### config.mk
export PLATFORM = sky130hd
export DESIGN_NAME = program_mem_arbiter_flat
export DESIGN_NICKNAME = d
export VERILOG_FILES = /design/src/rtl/program_mem_arbiter_pkg.sv /design/src/rtl/program_mem_arbiter_if.sv /design/src/rtl/program_mem_arbiter_rr_pick.sv /design/src/rtl/program_mem_arbiter.sv /design/src/flat_wrapper.sv
export SDC_FILE = /design/constraint.sdc
export NUM_CORES = 1
export LEC_CHECK = 0
export CAP_MARGIN = 15
export CORE_MARGIN = 4
export CORE_UTILIZATION = 45
export CTS_CLUSTER_DIAMETER = 30
export DETAILED_ROUTE_END_ITERATION = 8
export GPL_TIMING_DRIVEN = 0
export HOLD_SLACK_MARGIN = 0.12
export PLACE_DENSITY = 0.85
export SLEW_MARGIN = 10
export SYNTH_ARGS = -nofsm -noshare
export SYNTH_HDL_FRONTEND = slang
export SYNTH_HIERARCHICAL = 1
export SYNTH_SLANG_ARGS = --single-unit
### constraint.sdc
create_clock -name clk -period 2.9 [get_ports clk]
set_input_delay 0.87 -clock clk [delete_from_list [all_inputs] [get_ports clk]]
set_output_delay 0.87 -clock clk [all_outputs]
set_load 0.02 [all_outputs]
### src/rtl/program_mem_arbiter_pkg.sv
// Shared types and helpers for program_mem_arbiter.
// Optional feature macro: PROGRAM_FETCH_BYPASS_EN (see program_mem_arbiter.sv).
package program_mem_arb_pkg;

    typedef enum logic [1:0] {
        CH_IDLE     = 2'b00,
        CH_WAITING  = 2'b01,
        CH_RELAYING = 2'b10
    } chan_state_t;

    // Index width that never collapses to zero bits.
    function automatic int unsigned clog2_min1(input int unsigned n);
        return (n <= 2) ? 1 : $clog2(n);
    endfunction

endpackage

### src/rtl/program_mem_arbiter_if.sv
// Fetcher-side and program-memory-side signals of program_mem_arbiter.
// master = arbiter view, slave = fetchers plus memory controller.
interface program_mem_arbiter_if #(
    parameter int unsigned NUM_CONSUMERS         = 4,
    parameter int unsigned NUM_CHANNELS          = 1,
    parameter int unsigned PROGRAM_MEM_ADDR_BITS = 8,
    parameter int unsigned PROGRAM_MEM_DATA_BITS = 16
);
    logic [NUM_CONSUMERS-1:0]                            consumer_read_valid;
    logic [NUM_CONSUMERS-1:0][PROGRAM_MEM_ADDR_BITS-1:0] consumer_read_address;
    logic [NUM_CONSUMERS-1:0]                            consumer_read_ready;
    logic [NUM_CONSUMERS-1:0][PROGRAM_MEM_DATA_BITS-1:0] consumer_read_data;
    logic [NUM_CHANNELS-1:0]                             mem_read_valid;
    logic [NUM_CHANNELS-1:0][PROGRAM_MEM_ADDR_BITS-1:0]  mem_read_address;
    logic [NUM_CHANNELS-1:0]                             mem_read_ready;
    logic [NUM_CHANNELS-1:0][PROGRAM_MEM_DATA_BITS-1:0]  mem_read_data;

    modport master (
        input  consumer_read_valid, consumer_read_address,
        output consumer_read_ready, consumer_read_data,
        output mem_read_valid, mem_read_address,
        input  mem_read_ready, mem_read_data
    );

    modport slave (
        output consumer_read_valid, consumer_read_address,
        input  consumer_read_ready, consumer_read_data,
        input  mem_read_valid, mem_read_address,
        output mem_read_ready, mem_read_data
    );
endinterface

### src/rtl/program_mem_arbiter_rr_pick.sv
// Combinational round-robin picker: first requesting, non-excluded
// consumer at or after the start pointer, in modulo order.
import program_mem_arb_pkg::*;

module rr_pick #(
    parameter int unsigned NUM_CONSUMERS = 4,
    localparam int unsigned OW = clog2_min1(NUM_CONSUMERS)
) (
    input  logic [NUM_CONSUMERS-1:0] req,
    input  logic [NUM_CONSUMERS-1:0] excl,
    input  logic [OW-1:0]            start,
    output logic                     grant_valid,
    output logic [OW-1:0]            grant_idx
);
    int unsigned cand;

    always_comb begin
        grant_valid = 1'b0;
        grant_idx   = '0;
        cand        = 0;
        for (int unsigned i = 0; i < NUM_CONSUMERS; i++) begin
            cand = 32'(start) + i;
            if (cand >= NUM_CONSUMERS) cand = cand - NUM_CONSUMERS;
            if (!grant_valid && req[cand] && !excl[cand]) begin
                grant_valid = 1'b1;
                grant_idx   = OW'(cand);
            end
        end
    end
endmodule

### src/rtl/program_mem_arbiter.sv
// Round-robin sharing of program-memory read channels among instruction fetchers.
// Define PROGRAM_FETCH_BYPASS_EN to serve repeat addresses from a per-channel last-read register.
import program_mem_arb_pkg::*;

module program_mem_arbiter #(
    parameter int unsigned NUM_CONSUMERS         = 4,
    parameter int unsigned NUM_CHANNELS          = 1,
    parameter int unsigned PROGRAM_MEM_ADDR_BITS = 8,
    parameter int unsigned PROGRAM_MEM_DATA_BITS = 16
) (
    input  logic                 clk,
    input  logic                 reset,
    program_mem_arbiter_if.master bus
);
    localparam int unsigned NC = NUM_CONSUMERS;
    localparam int unsigned CH = NUM_CHANNELS;
    localparam int unsigned AB = PROGRAM_MEM_ADDR_BITS;
    localparam int unsigned DB = PROGRAM_MEM_DATA_BITS;
    localparam int unsigned OW = clog2_min1(NC);

    typedef logic [OW-1:0] idx_t;

    chan_state_t              state_q [CH];
    chan_state_t              state_n [CH];
    idx_t                     owner_q [CH];
    idx_t                     owner_n [CH];
    logic [CH-1:0]            mem_valid_q, mem_valid_n;
    logic [CH-1:0][AB-1:0]    mem_addr_q, mem_addr_n;
    logic [NC-1:0]            ready_q, ready_n;
    logic [NC-1:0][DB-1:0]    data_q, data_n;
    idx_t                     rr_ptr_q, rr_ptr_n;
    logic [NC-1:0]            owned;
    logic [CH-1:0]            gnt_take;
    idx_t                     gnt_idx [CH];
`ifdef PROGRAM_FETCH_BYPASS_EN
    logic [CH-1:0]            last_valid_q, last_valid_n;
    logic [CH-1:0][AB-1:0]    last_addr_q, last_addr_n;
    logic [CH-1:0][DB-1:0]    last_data_q, last_data_n;
`endif

    assign bus.consumer_read_ready = ready_q;
    assign bus.consumer_read_data  = data_q;
    assign bus.mem_read_valid      = mem_valid_q;
    assign bus.mem_read_address    = mem_addr_q;

    always_comb begin
        owned = '0;
        for (int unsigned c = 0; c < CH; c++)
            if (state_q[c] != CH_IDLE) owned[owner_q[c]] = 1'b1;
    end

    // Each channel's picker excludes everything already owned plus what lower channels take this cycle.
    for (genvar c = 0; c < CH; c++) begin : g_ch
        logic [NC-1:0] excl_in;
        logic [NC-1:0] excl_out;
        logic          pick_valid;

        if (c == 0) begin : g_first
            assign excl_in = owned;
        end else begin : g_next
            assign excl_in = g_ch[c-1].excl_out;
        end

        rr_pick #(.NUM_CONSUMERS(NC)) u_pick (
            .req         (bus.consumer_read_valid),
            .excl        (excl_in),
            .start       (rr_ptr_q),
            .grant_valid (pick_valid),
            .grant_idx   (gnt_idx[c])
        );

        assign gnt_take[c] = pick_valid && (state_q[c] == CH_IDLE);
        assign excl_out    = gnt_take[c] ? (excl_in | (NC'(1) << gnt_idx[c])) : excl_in;
    end

    always_comb begin
        state_n     = state_q;
        owner_n     = owner_q;
        mem_valid_n = mem_valid_q;
        mem_addr_n  = mem_addr_q;
        ready_n     = ready_q;
        data_n      = data_q;
        rr_ptr_n    = rr_ptr_q;
`ifdef PROGRAM_FETCH_BYPASS_EN
        last_valid_n = last_valid_q;
        last_addr_n  = last_addr_q;
        last_data_n  = last_data_q;
`endif
        for (int unsigned c = 0; c < CH; c++) begin
            case (state_q[c])
                CH_IDLE: begin
                    if (gnt_take[c]) begin
                        owner_n[c] = gnt_idx[c];
                        rr_ptr_n   = (gnt_idx[c] == idx_t'(NC - 1)) ? '0 : idx_t'(gnt_idx[c] + 1'b1);
`ifdef PROGRAM_FETCH_BYPASS_EN
                        if (last_valid_q[c] &&
                            last_addr_q[c] == bus.consumer_read_address[gnt_idx[c]]) begin
                            state_n[c]             = CH_RELAYING;
                            ready_n[gnt_idx[c]]    = 1'b1;
                            data_n[gnt_idx[c]]     = last_data_q[c];
                        end else
`endif
                        begin
                            state_n[c]     = CH_WAITING;
                            mem_valid_n[c] = 1'b1;
                            mem_addr_n[c]  = bus.consumer_read_address[gnt_idx[c]];
                        end
                    end
                end
                CH_WAITING: begin
                    if (bus.mem_read_ready[c]) begin
                        state_n[c]          = CH_RELAYING;
                        mem_valid_n[c]      = 1'b0;
                        ready_n[owner_q[c]] = 1'b1;
                        data_n[owner_q[c]]  = bus.mem_read_data[c];
`ifdef PROGRAM_FETCH_BYPASS_EN
                        last_valid_n[c] = 1'b1;
                        last_addr_n[c]  = mem_addr_q[c];
                        last_data_n[c]  = bus.mem_read_data[c];
`endif
                    end
                end
                CH_RELAYING: begin
                    if (!bus.consumer_read_valid[owner_q[c]]) begin
                        state_n[c]          = CH_IDLE;
                        ready_n[owner_q[c]] = 1'b0;
                    end
                end
                default: state_n[c] = CH_IDLE;
            endcase
        end
    end

    always_ff @(posedge clk or negedge reset) begin
        if (!reset) begin
            for (int unsigned c = 0; c < CH; c++) begin
                state_q[c] <= CH_IDLE;
                owner_q[c] <= '0;
            end
            mem_valid_q <= '0;
            mem_addr_q  <= '0;
            ready_q     <= '0;
            data_q      <= '0;
            rr_ptr_q    <= '0;
`ifdef PROGRAM_FETCH_BYPASS_EN
            last_valid_q <= '0;
            last_addr_q  <= '0;
            last_data_q  <= '0;
`endif
        end else begin
            for (int unsigned c = 0; c < CH; c++) begin
                state_q[c] <= state_n[c];
                owner_q[c] <= owner_n[c];
            end
            mem_valid_q <= mem_valid_n;
            mem_addr_q  <= mem_addr_n;
            ready_q     <= ready_n;
            data_q      <= data_n;
            rr_ptr_q    <= rr_ptr_n;
`ifdef PROGRAM_FETCH_BYPASS_EN
            last_valid_q <= last_valid_n;
            last_addr_q  <= last_addr_n;
            last_data_q  <= last_data_n;
`endif
        end
    end
endmodule
### src/flat_wrapper.sv
// flat-port wrapper written by rule: the top's interface ports become plain ports
module program_mem_arbiter_flat 
#(
    parameter int unsigned NUM_CONSUMERS         = 4,
    parameter int unsigned NUM_CHANNELS          = 1,
    parameter int unsigned PROGRAM_MEM_ADDR_BITS = 8,
    parameter int unsigned PROGRAM_MEM_DATA_BITS = 16
)
  (clk, reset, bus_consumer_read_valid, bus_consumer_read_address, bus_consumer_read_ready, bus_consumer_read_data, bus_mem_read_valid, bus_mem_read_address, bus_mem_read_ready, bus_mem_read_data);
  program_mem_arbiter_if #(.NUM_CONSUMERS(NUM_CONSUMERS), .NUM_CHANNELS(NUM_CHANNELS), .PROGRAM_MEM_ADDR_BITS(PROGRAM_MEM_ADDR_BITS), .PROGRAM_MEM_DATA_BITS(PROGRAM_MEM_DATA_BITS)) bus_i ();
  input  logic clk;
  input  logic reset;
  input wire logic [$bits(bus_i.consumer_read_valid)-1:0] bus_consumer_read_valid;
  input wire logic [$bits(bus_i.consumer_read_address)-1:0] bus_consumer_read_address;
  output wire logic [$bits(bus_i.consumer_read_ready)-1:0] bus_consumer_read_ready;
  output wire logic [$bits(bus_i.consumer_read_data)-1:0] bus_consumer_read_data;
  output wire logic [$bits(bus_i.mem_read_valid)-1:0] bus_mem_read_valid;
  output wire logic [$bits(bus_i.mem_read_address)-1:0] bus_mem_read_address;
  input wire logic [$bits(bus_i.mem_read_ready)-1:0] bus_mem_read_ready;
  input wire logic [$bits(bus_i.mem_read_data)-1:0] bus_mem_read_data;
  assign bus_i.consumer_read_valid = bus_consumer_read_valid;
  assign bus_i.consumer_read_address = bus_consumer_read_address;
  assign bus_consumer_read_ready = bus_i.consumer_read_ready;
  assign bus_consumer_read_data = bus_i.consumer_read_data;
  assign bus_mem_read_valid = bus_i.mem_read_valid;
  assign bus_mem_read_address = bus_i.mem_read_address;
  assign bus_i.mem_read_ready = bus_mem_read_ready;
  assign bus_i.mem_read_data = bus_mem_read_data;
  program_mem_arbiter #(.NUM_CONSUMERS(NUM_CONSUMERS), .NUM_CHANNELS(NUM_CHANNELS), .PROGRAM_MEM_ADDR_BITS(PROGRAM_MEM_ADDR_BITS), .PROGRAM_MEM_DATA_BITS(PROGRAM_MEM_DATA_BITS)) u_core (.clk(clk), .reset(reset), .bus(bus_i));
endmodule
==> impl_metrics.json <==
{
  "vdd_drop_max_mv": 0.558,
  "seq_area_frac_synth_pct": 56.2,
  "antenna_found_initial": 0,
  "p_leak_nw": 2.29,
  "avgViaCountPerCell": 5.10,
  "fin_ws_ns": 0.0987,
  "grt_max_degree": 49,
  "dr_wl_met3_um": 306,
  "ys_ff_latch": 83,
  "yosysTopAreaCell": "dfrtp_1",
  "drive_gt1_share_pct": 28.8,
  "p_total_w": 0.00644,
  "clkTransAtPathRegs_ns": 0.09,
  "multi_input_area_um2": 1490,
  "grt_pass1_vias": 2746,
  "regArea_um2": 2080,
  "core-area_um2": 7850,
  "clock_latency_ns": 0.34,
  "crit_path_max_fanout": 10,
  "num-nets-final": 433,
  "tightestPinTransition_ns": 0.517,
  "placementRows": 32,
  "outcome": "complete, no violations",
  "cpMaxStageDelayCell": "clkdlybuf4s50_1",
  "rsz0062_at_grt": "false",
  "fin_crit_ns": 2.80,
  "max_freq_mhz": 357,
  "dr.pass1.iters": 4,
  "wl_um": 8770,
  "cts-htree-levels": 3,
  "synth_cell_types": 37,
  "wl_met2_um": 4570,
  "root_buffer": "clkbuf_8",
  "synthToLayoutAreaGrowth_pct": 45.5,
  "portBuffers": 131,
  "syn_area_per_cell_um2": 15.8,
  "grt_remaining_overflow": 0,
  "clockBufferDepth": 2,
  "ant_nets": 0,
  "worst-setup-path-type": "in2reg",
  "nFillCells": 616,
  "path_delay_family": "multiplexers",
  "ios": 132,
  "crit_chain": "clkdlybuf4s50_1 > nor2b_1 > nor3_1 > a211oi_2 > buf_4 > mux4_2 > mux2_4",
  "cp_num_buf_inv": 2,
  "layout_commonest_cell": "clkdlybuf4s50_1",
  "cap_violations": 0,
  "diodes": 0,
  "clkPwrFrac_pct": 14.1,
  "cts_resized": 0,
  "yosys_warnings": 6,
  "critPathCaptureType": "register",
  "pre_cts_ws_ns": -0.334,
  "netlist_instances": 234,
  "start_util_pct": 47.1,
  "clkSinkCount": 83,
  "drc": 0,
  "syn_nets": 290,
  "fin_crit_sh_pct": 96.6,
  "p_per_area_nw_per_um2": 1200,
  "switching_share_pct": 35.7,
  "power_frac_comb_pct": 53.7,
  "place_hpwl_um": 6570,
  "synth_area_leaders": "dfrtp_1 (56%), mux2_2 (14%), mux2_4 (6.9%), mux4_2 (5.5%), mux2_1 (3.4%)",
  "finalHoldViolations": 0,
  "grt_pass1_wl_um": 14400,
  "finalClockSkew_ns": 0.00730,
  "cts_inserted_buffers": 9,
  "synth_top_area_share_pct": 56.2,
  "die_h_um": 98.6,
  "dr_total_vias": 2470,
  "die_x_um": 98.6,
  "min_path_type": "in2async",
  "p_sw_w": 0.00230,
  "p_int_w": 0.00414,
  "cp_slowest_stage_delay_ns": 0.54,
  "cts_hold_buf": 0,
  "relSlewSlack_pct": 65.4,
  "wire_per_inst_um": 18.1,
  "finalSetupViolations": 0,
  "reg2reg_setup_slack_ns": 0.24,
  "crit_path_start_kind": "input port",
  "die-area_um2": 9730,
  "wl_met1_um": 3730,
  "post_cts_buffers": 0,
  "seqPwrFrac_pct": 32.2,
  "arrival_ns": 3.04,
  "gp_congestion": 0.787,
  "cts_tree": "built",
  "gr-usage-all-layers_pct": 18.8,
  "worstPathRequired_ns": 3.14,
  "slew_viol_final": 0,
  "netlist_area_um2": 3700,
  "final_cell_mix": "clkdlybuf4s50_1 (130), dfrtp_1 (83), mux2_2 (47), mux2_4 (17), mux2_1 (11)",
  "highest_layer": "met4",
  "drtIter0Drc": 55
}
[final timing paths]
kind	startpoint	endpoint	depth (start not counted)
worst max-delay path	bus_consumer_read_valid[1]	u_core/bus.mem_read_address[6]$_DFFE_PN0P_	7
worst min-delay path	reset	u_core/bus.consumer_read_data[58]$_DFFE_PN0P_	1
worst max register to register	u_core/owner_q[0]$_DFFE_PN0P_	u_core/bus.mem_read_address[6]$_DFFE_PN0P_	8
worst min register to register	u_core/bus.consumer_read_data[25]$_DFFE_PN0P_	u_core/bus.consumer_read_data[25]$_DFFE_PN0P_	1
max in group asynchronous	reset	u_core/bus.consumer_read_data[31]$_DFFE_PN0P_	2
min in group clk	u_core/bus.consumer_read_data[25]$_DFFE_PN0P_	u_core/bus.consumer_read_data[25]$_DFFE_PN0P_	1
[cell type report]
cell class / instances / area share (%)
flip-flops and latches: 83 / 38.6
multi-input cells: 135 / 27.6
repair buffers: 132 / 24.8
clock buffers: 10 / 2.37
well taps: 102 / 2.37
plain buffers: 13 / 2.33
clock inverters: 6 / 1.65
inverters: 3 / 0.209
[through the flow]
stage	utilization, %	setup TNS [ns]	area, um2	instances	hold WS [ns]
floorplan	-	0	3700	234	0.463
global placement	65.4	-161.27	5140	467	0.466
detailed placement	65.8	-2.56	5160	468	0.471
CTS	68.5	0	5380	484	0.486
global route	68.6	0	5380	484	0.499
finish	68.6	0	5380	484	0.484
[Yosys cell counts (all sizes together)]
cell    count
a211oi      1
or3b        1
a21o        1
dfrtp      83
and3        1
ha          1
nor2        3
nor3        3
o31ai       2
a21oi       3
nand3       2
nand3b      4
o41ai       1
nand2       4
o21ai       6
nor2b       4
mux4        9
nor3b       3
mux2       75
inv         3
or4b        1
mux2i       2
buf        12
nand2b      7
clkbuf      1
and3b       1
[logic make-up after synthesis]
group | synth area share, %
AOI/OAI and AO/OA | 2.40
adders and majority gates | 0.338
buffers and inverters | 3.59
DFF | 56.2
muxes | 30.6
and+or+nand+nor | 6.90
[worst reg2reg max path: stages, from the launching register on]
cell and delay (ns):
dfrtp_1 0.44, buf_2 0.21, nor3_1 0.28, nand2b_1 0.19
mux2i_1 0.09, a211oi_2 0.27, buf_4 0.26, mux4_2 0.54
mux2_4 0.28
[layer usage]
layer / vias up / global-route usage, %
met2: 69 / 32.8
met3: 12 / 3.26
li1: 1136 / -
met1: 1253 / 23.2
met5: - / 0
met4: 0 / 7.14
[sequential cells by signal, indices dropped and copies added (netlist names), named ones only]
name	flops
u_core/rr_ptr_q	2
u_core/owner_q	2
u_core/state_q	2
u_core/bus.mem_read_address	8
u_core/bus.consumer_read_data	64
u_core/bus.mem_read_valid	1
[power groups by stage]
stage	Clock [W]	Combinational (W)	Sequential, W
final	0.000910	0.00346	0.00207
after global routing	0.000978	0.00365	0.00215
after CTS	0.000928	0.00349	0.00208
after detailed placement	0	0.00348	0.00210
after global placement	0	0.00340	0.00207
after floorplan	0	0.00136	0.00271
(Power assumes the default switching activity.)
